[src/rtl/alu_sequencer.sv]
// alu_sequencer: fetch/decode/branch control stage in front of the ALU register file.
// Optional single-step gating is compiled in with `define ALU_SEQ_STEP_EN (adds step input, WAITSTEP state).
module alu_sequencer #(
    parameter int unsigned       ADDR_W   = 16,
    parameter logic [ADDR_W-1:0] RESET_PC = '0
) (
    input  logic              CLK,
    input  logic              RST,
`ifdef ALU_SEQ_STEP_EN
    input  logic              step,
`endif
    output logic              mem_req,
    output logic [ADDR_W-1:0] mem_addr,
    input  logic              mem_ack,
    input  logic [15:0]       mem_rdata,
    input  logic [5:0]        status,
    output logic [2:0]        operandIndex1,
    output logic [2:0]        operandIndex2,
    output logic [2:0]        resultsIndex,
    output logic [6:0]        operation,
    output logic [3:0]        params,
    output logic              readBus,
    output logic [15:0]       imm,
    output logic              halted,
    output logic              illegal
);

`ifdef ALU_SEQ_STEP_EN
    typedef enum logic [2:0] {S_FETCH, S_DECODE, S_IMM, S_EXEC, S_HALT, S_WAITSTEP} state_t;
    localparam state_t S_IDLE = S_WAITSTEP;
`else
    typedef enum logic [2:0] {S_FETCH, S_DECODE, S_IMM, S_EXEC, S_HALT} state_t;
    localparam state_t S_IDLE = S_FETCH;
`endif

    typedef enum logic [3:0] {
        OP_NOP    = 4'd0,
        OP_ADDSUB = 4'd1,
        OP_MUL    = 4'd2,
        OP_LOG    = 4'd3,
        OP_LSH    = 4'd4,
        OP_RSH    = 4'd5,
        OP_CMP    = 4'd6,
        OP_LDI    = 4'd7,
        OP_JMP    = 4'd8,
        OP_BR     = 4'd9,
        OP_HALT   = 4'd15
    } opcode_t;

    state_t            state, state_n;
    logic [ADDR_W-1:0] pc, pc_n;
    logic [15:0]       ir, ir_n;
    logic [15:0]       imm_q, imm_n;

    logic [3:0]        opc;
    logic [1:0]        sub;
    logic              ibit;
    logic              flag;
    logic [ADDR_W-1:0] target;
    logic              status_unused;

    assign opc           = ir[15:12];
    assign sub           = ir[1:0];
    assign ibit          = ir[2];
    assign target        = ADDR_W'(imm_q);
    assign status_unused = ^status[2:1];

    always_comb begin
        case (sub)
            2'd0:    flag = status[0];
            2'd1:    flag = status[3];
            2'd2:    flag = status[4];
            default: flag = status[5];
        endcase
    end

    always_ff @(posedge CLK) begin
        if (RST) begin
            state <= S_IDLE;
            pc    <= RESET_PC;
            ir    <= '0;
            imm_q <= '0;
        end else begin
            state <= state_n;
            pc    <= pc_n;
            ir    <= ir_n;
            imm_q <= imm_n;
        end
    end

    always_comb begin
        state_n       = state;
        pc_n          = pc;
        ir_n          = ir;
        imm_n         = imm_q;
        mem_req       = 1'b0;
        mem_addr      = pc;
        operation     = '0;
        params        = '0;
        readBus       = 1'b0;
        illegal       = 1'b0;
        imm           = imm_q;
        halted        = 1'b0;
        operandIndex1 = ir[8:6];
        operandIndex2 = ir[5:3];
        resultsIndex  = ir[11:9];

        case (state)
            S_FETCH: begin
                mem_req = 1'b1;
                if (mem_ack) begin
                    ir_n    = mem_rdata;
                    pc_n    = pc + ADDR_W'(1);
                    state_n = S_DECODE;
                end
            end
            S_DECODE: begin
                illegal = (opc >= 4'd10) && (opc <= 4'd14);
                if (opc == OP_HALT)
                    state_n = S_HALT;
                else if (ibit || opc == OP_LDI || opc == OP_JMP || opc == OP_BR)
                    state_n = S_IMM;
                else
                    state_n = S_EXEC;
            end
            S_IMM: begin
                mem_req = 1'b1;
                if (mem_ack) begin
                    imm_n   = mem_rdata;
                    pc_n    = pc + ADDR_W'(1);
                    state_n = S_EXEC;
                end
            end
            S_EXEC: begin
                case (opc)
                    OP_ADDSUB: operation = 7'b100_0001;
                    OP_MUL:    operation = 7'b100_0010;
                    OP_LOG:    operation = 7'b100_0100;
                    OP_LSH:    operation = 7'b100_1000;
                    OP_RSH:    operation = 7'b101_0000;
                    OP_CMP:    operation = 7'b110_0000;
                    OP_LDI:    operation = 7'b100_0000;
                    default:   operation = '0;
                endcase
                if (opc >= OP_ADDSUB && opc <= OP_CMP) begin
                    params  = {2'b00, sub};
                    readBus = ibit;
                end else if (opc == OP_LDI) begin
                    readBus = 1'b1;
                end
                if (opc == OP_JMP || (opc == OP_BR && flag))
                    pc_n = target;
                state_n = S_IDLE;
            end
            S_HALT: begin
                halted = 1'b1;
            end
`ifdef ALU_SEQ_STEP_EN
            S_WAITSTEP: begin
                if (step)
                    state_n = S_FETCH;
            end
`endif
            default: state_n = S_IDLE;
        endcase

        // Reset cycle must present an all-quiet interface regardless of stale state.
        if (RST) begin
            mem_req       = 1'b0;
            mem_addr      = '0;
            operation     = '0;
            params        = '0;
            readBus       = 1'b0;
            illegal       = 1'b0;
            imm           = '0;
            halted        = 1'b0;
            operandIndex1 = '0;
            operandIndex2 = '0;
            resultsIndex  = '0;
        end
    end

endmodule

[config.mk]
export PLATFORM = sky130hd
export DESIGN_NAME = alu_sequencer
export DESIGN_NICKNAME = d
export VERILOG_FILES = /design/src/rtl/alu_sequencer.sv
export SDC_FILE = /design/constraint.sdc
export NUM_CORES = 1
export LEC_CHECK = 0
export ABC_AREA = 1
export ABC_CLOCK_PERIOD_IN_PS = 3100
export CAP_MARGIN = 5
export CORE_MARGIN = 3
export CORE_UTILIZATION = 45
export CTS_CLUSTER_SIZE = 30
export DETAILED_ROUTE_END_ITERATION = 8
export GPL_TIMING_DRIVEN = 1
export PLACE_DENSITY = 0.82
export REMOVE_ABC_BUFFERS = 1
export SYNTH_ARGS = -nofsm -noshare
export SYNTH_HDL_FRONTEND = slang
export SYNTH_SLANG_ARGS = --single-unit
[constraint.sdc]
create_clock -name CLK -period 3.1 [get_ports CLK]
set_clock_uncertainty 0.2 [all_clocks]
set_input_delay 0.93 -clock CLK [delete_from_list [all_inputs] [get_ports CLK]]
set_output_delay 0.93 -clock CLK [all_outputs]
set_load 0.05 [all_outputs]
# After elaboration in Yosys (flattened, before gate mapping)
# Cells that the tools add are included.
# totals
inputBits	25
out_inout_bits	56
wordCells	75
ff_bits	51
# op_classes
addsub	1
n_eq_ne	20
reduce_logical	15
n_mux	30
bitwise_logic	1
order_cmp	4
# op_table
cell	count
two-way mux 16 bit	4
one-hot mux 7 bit (7 select lines)	1
one-hot mux 16 bit (2 select lines)	1
two-way mux 3 bit	6
adder 16 x 1 -> 16 bit (second input constant)	1
equality test 4 x 3 -> 1 bit (second input constant)	4
two-way mux 7 bit	2
equality test 4 bit (second input constant)	3
one-hot mux 3 bit (4 select lines)	1
two-way mux 1 bit	11
equality test 4 x 2 -> 1 bit (second input constant)	2
equality test 3 x 2 -> 1 bit (second input constant)	2
!= test 2 bit (second input constant)	3
AND reduction 3 bit	2
equality test 4 x 1 -> 1 bit (second input constant)	1
greater-or-equal comparator 4 x 1 -> 1 bit (second input constant)	1
greater-or-equal comparator 4 bit (second input constant)	1
less-or-equal comparator 4 x 3 -> 1 bit (second input constant)	1
less-or-equal comparator 4 bit (second input constant)	1
logical OR 1 bit	4
two-way mux 2 bit	2
two-way mux 4 bit	1
AND reduction 2 bit	2
equality test 3 x 1 -> 1 bit (second input constant)	1
11 further kinds	13

# Longest topological paths before layout
# logic_depth
ltp_word	7
depth_mapped	10
mapped_depth_nobuf	10

# Worst setup path before layout
# OpenSTA, ideal clock, no wires.
# synth_timing
path_kind	input -> output
from	in RST
to	out operation[0]
t_required_ps	1970
slack_ps	-605
cell_stages	3
path_buffers	0
arrival_time_ps	2575
path_cell_list	nor2_1 -> inv_2 -> nor4_1
# synth_between
elab_chain_len	1
# synth_rtl
element	line_no	source
start, declared	8	input logic RST,
two-way mux 7 bit	168	if (RST) begin
end, declared	20	output logic [6:0] operation,
# Every way passes these cells.

# Worst setup path in the final report
# layout_timing
from	in RST
to	out illegal
# layout_between
elab_chain_len	1
# layout_rtl
element	line_no	source
two-way mux 1 bit	168	
end, declared	25	output logic illegal
# Every way passes these cells.

==> out/results.tsv <==
stage	metric	value	unit
routing	drc_errors	0	
die	ios	81	
critical_path	arrival	1.90	ns
grt	track_usage	20.9	%
placement	hpwl	5.52	mm
placement	place_ws	0.0608	ns
critical_path	start_kind	input port	
timing	final-setup-viol-count	0	
clocking	post_cts_resize_count	0	
clocking	cts_root_buffer	clkbuf_8	
timing	relSlewSlack	63.6	%
synth	synth_top_family_by_area	simple AND/OR/NAND/NOR gates	
synth	yosys-top-cells-count	85 x nand2_1, 75 x nor2_1, 56 x inv_1	
timing	timing.final.ws_setup	0.0729	ns
placement	dpl_cell_area	0.00368	sq mm
clocking	cts_setup_buffers	0	
synth	synth_most_common_cell	nand2_1	
synth	synth_top_area_share	35.8	%
routing	viasPerCell	5.10	
die	fp.coreArea	0.00603	sq mm
synth	synth-adder-area-share	0.439	%
critical_path	rr_worst_depth	6	
grt	antenna_found_initial	0	
die	die_h	85.6	microns
grt	overflow	0	
synth	synth_ff_type	dfxtp_1	
critical_path	worst_ep_required_time	1.97	ns
synth	yosysTopAreaCell	dfxtp_1	
routing	drtIter0Drc	170	
placement	portBuffers	76	
grt	grt_pass1_wl	12.6	mm
synth	synth-edff-count	0	
layout	fin_util	63.4	%
grt	grt_max_degree	33	
synth	synth-seq-area-share	35.8	%
clocking	cts_made_buffers	5	
hold_path	min_path_type	flop to flop	
die	die_w	85.6	microns
layout	nNetsFinal	555	
synth	syn_area	0.00285	sq mm
synth	syn_inst	451	
die	initial_core_util	47.3	%
layout	fin_area	0.00382	sq mm
synth	synth-simple-area-share	34.0	%
synth	synth_compound_area_share	17.0	%
timing	hold_violations	0	
synth	ys_top_cells_by_area	dfxtp_1 36%, nand2_1 11%, nor2_1 9.9%, o21ai_0 8.3%, inv_1 7.4%	
pwr	power_leakage	1.64	nW
timing	min_period_over_period	97.6	%
routing	dr.pass1.iters	5	
grt	grt_pass1_vias	2783	
synth	synth_mux_area_share	0	%
hold_path	min_path_cells	2	
die	die_area	0.00732	sq mm
die	fp-row-count	28	
routing	routed_wl	7.52	mm
critical_path	critPathMaxFanout	10	
pwr	vdd_drop_max	311	uV
routing	ant_nets	0	
synth	avgSynthCellArea	6.32	sq um
critical_path	critPathKind	input port to output port	
synth	synth.distinct_cells	33	
clocking	htreeDepth	2	
clocking	cts_hold_buffers	0	
routing	routedWlPerCell	12.4	microns
synth	async_flop_share	0	%
timing	rsz0062_at_grt	false	
clocking	cts_tree	yes	
synth	ys_seq_elements	51	
placement	place_congestion	0.927	
status	status	completed	
timing	fin_tns_setup	0	ns
clocking	clk_pin_slew	0.10	ns
routing	vias	3086	
pwr	totalPowerFinal	1.69	mW
timing	worst_pin_slew	0.544	ns
timing	fmax	0.330	GHz
clocking	clk_latency	0.31	ns
clocking	cts_buffer_depth	2	
pwr	powerDensity	442	mW/mm^2
clocking	cts.sinks	51	
timing	fin_crit	3.03	ns
layout	drive_gt1_share	18.9	%
layout	areaGrowthSynthToFinish	34.1	%
layout	antenna_cells	0	
critical_path	endpoint_kind	output port	
job	drv_cap	0	
timing	slew_viol_final	0	
synth	synth_warnings	0	
synth	yosys.area_share.xor_xnor	0.307	%
==> per-stage QoR <==
| step | hold WS [ns] | cells |
|---|---|---|
| floorplan | 0.232 | 430 |
| global placement | 0.239 | 597 |
| detailed placement | 0.243 | 597 |
| CTS | 0.256 | 605 |
| global route | 0.286 | 605 |
| finish | 0.258 | 605 |
==> state kept, by name (all words and copies together), names as in the netlist <==
register and count:
imm_q 16, ir 16, pc 16, state 3
==> power breakdown <==
| group | switching (mW) | internal (mW) |
|---|---|---|
| combinational | 0.274 | 0.134 |
| sequential | 0.0285 | 0.706 |
| clock | 0.226 | 0.322 |
| total | 0.529 | 1.16 |
==> layout make-up <==
cell class	instances	area, sq um
flip-flops and latches	51	1020
clock inverters	3	67.6
inverters	62	233
clock buffers	5	68.8
fillers	562	2200
well taps	75	93.8
repair buffers	92	853
multi-input cells	317	1480
==> critical path: stages <==
cell	delay [ns]
buf_2	0.18
clkinv_1	0.34
nand3_1	0.19
nor2_1	0.07
buf_4	0.19
==> placed cells by master (no fill, tap or decap), types with 2 or more instances in the layout <==
cell type / netlist / final
bufinv_16: 0 / 2
clkdlybuf4s50_1: 0 / 21
o21ai_0: 47 / 47
o21ai_1: 5 / 5
conb_1: 1 / 2
nand2_2: 3 / 3
nor3_1: 6 / 6
clkbuf_8: 0 / 5
inv_1: 56 / 56
nand3_1: 29 / 29
inv_2: 5 / 5
nand2_4: 3 / 3
nand4_1: 7 / 7
or2_2: 2 / 2
and2_1: 2 / 2
buf_4: 3 / 61
buf_12: 0 / 9
a21oi_1: 38 / 38
nor4_1: 3 / 3
dfxtp_1: 51 / 50
nor2_2: 2 / 2
nand2_1: 85 / 85
nor2_1: 75 / 75
==> worst paths after layout <==
path	from	endpoint	slack [ns]
max	RST	illegal	0.07
min	ir[5]	ir[5]	0.26
max reg2reg	state[0]	imm_q[2]	1.18
min reg2reg	ir[5]	ir[5]	0.26
==> routing by layer <==
metal | routed length (microns) | share of wire [%] | track usage (%) | vias to the layer above
li1 | - | - | - | 1588
met1 | 3170 | 42 | 26.6 | 1387
met2 | 3720 | 49 | 36.0 | 99
met3 | 493 | 6.6 | 3.65 | 12
met4 | 133 | 1.8 | 6.33 | 0
met5 | 0 | 0 | 0 | -
==> cell families (layout without fill, tap and decap cells) <==
family          Yosys count  in the layout
other cells               1              2
simple gates            220            220
buf+inv                  84            162
flops                    51             51
fa+ha+maj                 1              1
xor+xnor                  1              1
compound gates           93             93
Power figures use the tool's default switching activity.
